$ cat src/rtl/neuron_seq.sv
// Sequencer for one neuron: bias load, N_IN handshaked accumulate steps, result out.
// Define NEURON_SEQ_RELU_EN to clamp negative sums to zero.
module neuron_seq #(
  parameter int N_IN     = 16,
  parameter int STEP_CYC = 3
) (
  input  logic        clk,
  input  logic        rst_n,
  input  logic        start,
  input  logic        abort,
  input  logic [7:0]  bias,
  input  logic        in_valid,
  output logic        in_ready,
  input  logic [19:0] in_data,
  output logic        acc_clr,
  output logic        acc_en,
  output logic [19:0] acc_din,
  output logic [7:0]  acc_b,
  input  logic [23:0] acc_sum,
  output logic        out_valid,
  input  logic        out_ready,
  output logic [23:0] result,
  output logic        busy
);

  localparam int CW = $clog2(N_IN);
  localparam logic [CW-1:0] LAST = CW'(N_IN - 1);
  localparam logic [3:0] SLAST = 4'(STEP_CYC - 1);

  typedef enum logic [2:0] {
    IDLE,
    LOAD,
    WAIT_IN,
    STEP,
    DONE
  } state_t;

  state_t        state;
  logic [CW-1:0] cnt;
  logic [3:0]    step_cnt;
  logic [23:0]   res_next;

`ifdef NEURON_SEQ_RELU_EN
  assign res_next = acc_sum[23] ? 24'd0 : acc_sum;
`else
  assign res_next = acc_sum;
`endif

  always_ff @(posedge clk or negedge rst_n) begin
    if (!rst_n) begin
      state     <= IDLE;
      cnt       <= '0;
      step_cnt  <= '0;
      acc_b     <= '0;
      acc_din   <= '0;
      result    <= '0;
      in_ready  <= 1'b0;
      out_valid <= 1'b0;
      acc_clr   <= 1'b0;
      acc_en    <= 1'b0;
      busy      <= 1'b0;
    end else if (abort && state != IDLE) begin
      // Cancel: clear the accumulator on the first idle cycle.
      state     <= IDLE;
      acc_clr   <= 1'b1;
      acc_en    <= 1'b0;
      in_ready  <= 1'b0;
      out_valid <= 1'b0;
      busy      <= 1'b0;
    end else begin
      acc_clr <= 1'b0;
      acc_en  <= 1'b0;
      unique case (state)
        IDLE: begin
          if (start) begin
            acc_b   <= bias;
            acc_clr <= 1'b1;
            busy    <= 1'b1;
            state   <= LOAD;
          end
        end
        LOAD: begin
          cnt      <= '0;
          in_ready <= 1'b1;
          state    <= WAIT_IN;
        end
        WAIT_IN: begin
          if (in_valid) begin
            acc_din  <= in_data;
            acc_en   <= 1'b1;
            in_ready <= 1'b0;
            step_cnt <= '0;
            state    <= STEP;
          end
        end
        STEP: begin
          if (step_cnt == SLAST) begin
            if (cnt == LAST) begin
              result    <= res_next;
              out_valid <= 1'b1;
              state     <= DONE;
            end else begin
              cnt      <= cnt + 1'b1;
              in_ready <= 1'b1;
              state    <= WAIT_IN;
            end
          end else begin
            step_cnt <= step_cnt + 4'd1;
          end
        end
        DONE: begin
          if (out_ready) begin
            out_valid <= 1'b0;
            if (start) begin
              acc_b   <= bias;
              acc_clr <= 1'b1;
              state   <= LOAD;
            end else begin
              busy  <= 1'b0;
              state <= IDLE;
            end
          end
        end
        default: state <= IDLE;
      endcase
    end
  end

endmodule
$ cat config.mk
export PLATFORM = sky130hd
export DESIGN_NAME = neuron_seq
export DESIGN_NICKNAME = d
export VERILOG_FILES = /design/src/rtl/neuron_seq.sv
export SDC_FILE = /design/constraint.sdc
export NUM_CORES = 1
export LEC_CHECK = 0
export BUFFER_PORTS_ARGS = -buffer_cell sky130_fd_sc_hd__buf_2
export CORE_MARGIN = 2
export CORE_UTILIZATION = 52
export DETAILED_ROUTE_END_ITERATION = 8
export PLACE_DENSITY = 0.85
export REMOVE_ABC_BUFFERS = 1
export SLEW_MARGIN = 25
export SYNTH_ARGS = -nofsm -noshare
export SYNTH_HDL_FRONTEND = slang
export SYNTH_SLANG_ARGS = --single-unit
$ cat constraint.sdc
create_clock -name clk -period 4.1 [get_ports clk]
set_clock_uncertainty 0.2 [all_clocks]
set_input_delay 0.41 -clock clk [delete_from_list [all_inputs] [get_ports clk]]
set_output_delay 0.41 -clock clk [all_outputs]
set_load 0.005 [all_outputs]
Yosys cells after proc, flatten, opt, wreduce, memory -nomap -nowiden

Cells that the tools add are included.

Register bits: 68
Output and inout port bits: 57
Logic and storage cells: 89

Add/sub/neg operators: 2
Equal/unequal tests: 18
Mux-type cells: 39
Bitwise gates (word level): 1
Reduce and logical (&&, ||, !) cells: 18

Operator list:

| kind                                           | number |
|---|---|
| AND reduction 4 bit                            | 7 |
| inequality test 3 bit (second input constant)  | 7 |
| 2-to-1 mux 1 bit                               | 19 |
| 2-to-1 mux 3 bit                               | 6 |
| 2-to-1 mux 4 bit                               | 4 |
| 2-to-1 mux 8 bit                               | 2 |
| one-hot mux 4 bit (2 select lines)             | 2 |
| one-hot mux 8 bit (2 select lines)             | 1 |
| one-hot mux 3 bit (5 select lines)             | 1 |
| inequality test 2 bit (second input constant)  | 5 |
| nonzero test 3 bit                             | 3 |
| adder 4 x 1 -> 4 bit (second input constant)   | 2 |
| == test 3 x 2 -> 1 bit (second input constant) | 2 |
| one-hot mux 1 bit (2 select lines)             | 3 |
| AND reduction 3 bit                            | 2 |
| nonzero test 2 bit                             | 3 |
| == test 4 x 2 -> 1 bit (second input constant) | 1 |
| == test 4 bit (second input constant)          | 1 |
| nonzero test 4 bit                             | 1 |
| == test 3 x 1 -> 1 bit (second input constant) | 1 |
| == test 3 bit (second input constant)          | 1 |
| zero test 3 bit                                | 1 |
| one-hot mux 1 bit (3 select lines)             | 1 |
| logical AND 1 bit                              | 1 |
| NOT 1 bit                                      | 1 |

Longest topological paths before layout

Word-level depth: 5
Depth in mapped cells: 7
Gate-level depth less buffers: 5

Worst setup path before layout

Ideal clock, no wire load.

Path kind: reg2reg
From: register step_cnt[0]
To: register result[10]
Arrival: 1.938 ns
Setup slack: 1.838 ns
Cell stages (with the launch flop): 8
Path buffers: 2
Path through: dfrtp_1 -> inv_1 -> ha_1 -> or3b_1 -> buf_6 -> nor3_4 -> buf_6 -> mux2_2

Longest elaborated chain between the ends: 2

RTL lines:

| what                                 | line | text |
|---|---|---|
| start: declaration                   | 40   | `logic [3:0] step_cnt;` |
| start signal: assignment             | 108  | `step_cnt <= step_cnt + 4'd1;` |
| == test 4 x 2 -> 1 bit               | 97   | `if (step_cnt == SLAST) begin` |
| AND reduction 4 bit (no source line) | -    |  |
| end signal: assignment               | 99   | `result <= res_next;` |
| end: declaration                     | 22   | `output logic [23:0] result,` |

No other way between the ends.
A chain may end at the register's enable or synchronous reset.

Worst setup path in the final report

From: register step_cnt[0]
To: register result[16]

The elaborated chain is that of the path after synthesis.

==> flow_metrics.tcl <==
set metrics [dict create \
    die_w_microns 78.7 \
    yosys.area.top_type "dfrtp_1" \
    ios 115 \
    finalSetupTns_ps 0 \
    seq_area_frac_synth_pct 58.7 \
    endpoint_kind "flop" \
    drc_errors 0 \
    start_util_pct 53.3 \
    antenna_found_initial 0 \
    synthFlopType "dfrtp_1" \
    rows 27 \
    cp_cell_sequence "inv_1 -> ha_1 -> or3b_1 -> nor3_4 -> buf_4 -> mux2_2" \
    async_flop_share_pct 100 \
    dieArea_sq_um 6190 \
    p_per_area_nw_per_um2 561 \
    fp.dieH_microns 78.7 \
    setup_viol 0 \
    multiInputGateArea_sq_um 1100 \
    vias_per_cell 5.22 \
    max_freq_ghz 0.367 \
    gp_congestion 0.766 \
    relSlewSlack_pct 41.3 \
    synth_edf_count 0 \
    track_usage_pct 19.2 \
    seqCellArea_sq_um 1700 \
    hold_path_depth 2 \
    detail-route-antenna-nets 0 \
    period_needed_ps 2730 \
    grt_max_degree 53 \
    clk_pin_slew_ps 70 \
    crit_arrival_ps 2750 \
    first_iter_violations 122 \
    finalCritPeriodShare_pct 66.5 \
    drive_gt1_share_pct 56.2 \
    startpoint_type "flop" \
    detail_route.first_pass.iterations 4 \
    p_total_w 0.00208 \
    ys_seq_elements 68 \
    timing.reg2reg.setup_slack_ps 1370 \
    rsz0062_at_grt "false" \
    grt_pass1_vias 2159 \
    clk_path_buf_depth 2 \
    port_buffers 114 \
    globalRouteOverflowTotal 0 \
    grt_pass1_wl_microns 9290 \
    cellLeakagePower_nw 1.95 \
    num_antenna_cells 0 \
    root_buffer "clkbuf_8" \
    r2r_cells 6 \
    cts_buffers 9 \
    crit_fanout 14 \
    via_count 2105 \
    status "completed" \
    ir_drop_mv 0.392 \
    worst_slew_pin_slew_ps 880 \
    coreArea_sq_um 5440 \
    yosysTopAreaCellShare_pct 58.7 \
    clock_latency_ps 330 \
    hpwl_microns 3990 \
    wire_per_inst_microns 13.9 \
    yosys_warnings 0 \
    critPathMaxStageDelay_ps 560 \
    drt-total-wl_microns 5610 \
    critPathSlowestCell "nor3_4" \
    timing.rr.start "step_cnt[0]" \
    crit_required_ps 4120 \
    min_to "result[21]" \
    synth_most_common_cell "dfrtp_1" \
    hold_violations 0 \
    n_fill_cell 417 \
    timing.rr.end "result[16]" \
    cts_tree "yes" \
    min-delay-path-class "in2reg" \
    netlist_area_sq_um 2900 \
    synth_area_per_cell_sq_um 13.9 \
    synth_area_leaders "dfrtp_1 59%, mux2_2 19%, ha_1 1.3%, or3b_1 1.2%, inv_1 1.2%" \
    synthCells 209 \
    ys_top_cells_by_count "68 x dfrtp_1, 50 x mux2_2, 9 x inv_1" \
    path_class "reg2reg" \
    num-nets-final 388 \
    cap_violations 0 \
    yosysUniqueCellTypes 45 \
    cts_max_level 3 \
    hp-start "acc_sum[21]" \
    final_max_slew_viol_count 0 \
    area_delta_synth_final_pct 28.1 \
    cts.sinks 68 \
]
worst max-delay path: cells and delay by family, from the launching register on:
family	cells	cell delay [ps]
AND/OR/NAND/NOR	2	1060
flip-flops	1	430
buffers and inverters	2	410
multiplexers	1	360
adder cells (fa/ha/maj)	1	160
per-layer routing:
metal / vias up / part of all wire, % / global-route usage (%)
met5: - / 0 / 0
met4: 0 / 1.4 / 7.54
met3: 9 / 5.8 / 5.06
met2: 64 / 50 / 32.2
met1: 1036 / 43 / 23.6
li1: 996 / - / -
placed cells by master, fill, tap and decap left out, drive strengths merged, types with 3 or more instances in the layout:
cell    count
buf       116
dfrtp      68
mux2       52
clkbuf     11
inv         9
o21ai       6
or3b        5
nand2       4
nor2        4
nor3b       4
nand3       4
mux2i       3
o31ai       3
ha          3
area by class of cell:
type | instances | area share [%]
Clock buffer | 11 | 3.81
Timing Repair Buffer | 117 | 16.1
Inverter | 9 | 0.910
Sequential cell | 68 | 45.8
Multi-Input combinational cell | 122 | 29.6
Clock inverter | 4 | 1.35
Tap cell | 72 | 2.43
how the worst max path moves through the flow:
stage	slack, ps	endpoint	cells past startpoint	startpoint
CTS	1370	result[20]	6	step_cnt[0]
detailed placement	1370	result[20]	6	step_cnt[0]
global route	1220	result[10]	6	step_cnt[0]
global placement	1420	result[16]	6	step_cnt[0]
finish	1370	result[16]	6	step_cnt[0]
floorplan	1560	result[0]	5	step_cnt[0]
kinds of logic after synthesis:
logic type | Yosys count | share of synthesized area [%]
muxes | 55 | 21.2
buffers and inverters | 19 | 3.45
adders and majority gates | 3 | 1.29
AOI/OAI and AO/OA | 28 | 6.99
and+or+nand+nor | 36 | 8.33
DFF | 68 | 58.7
metrics by stage:
step	hold slack [ps]	util (%)	instances	area [sq um]	worst slack [ps]
detailed placement	267	64.6	387	3510	1370
finish	94.6	68.3	403	3710	1370
global route	83.3	68.3	403	3710	1220
CTS	86.0	68.3	403	3710	1370
floorplan	-85.6	-	199	2830	1560
global placement	257	64.5	387	3510	1420
sequential cells by signal (all words and copies together), names as in the netlist:
register	flops
in_ready	1
result	24
out_valid	1
acc_din	20
step_cnt	4
state	3
acc_en	1
acc_b	8
cnt	4
busy	1
acc_clr	1
repair_timing:
item / 4_1_cts / 5_1_grt
gates resized for setup: 0 / 0
hold endpoints to repair: 51 / 0
hold buffers: 1 / 0
buffers inserted: 0 / 0
power by group:
| group | total (W) | switching (W) | internal [W] | leakage, nW |
|---|---|---|---|---|
| clock network | 0.000532 | 0.000239 | 0.000293 | 0.0914 |
| registers | 0.000983 | 0.000129 | 0.000854 | 0.882 |
| logic | 0.000568 | 0.000245 | 0.000323 | 0.975 |
(Power assumes the default switching activity.)
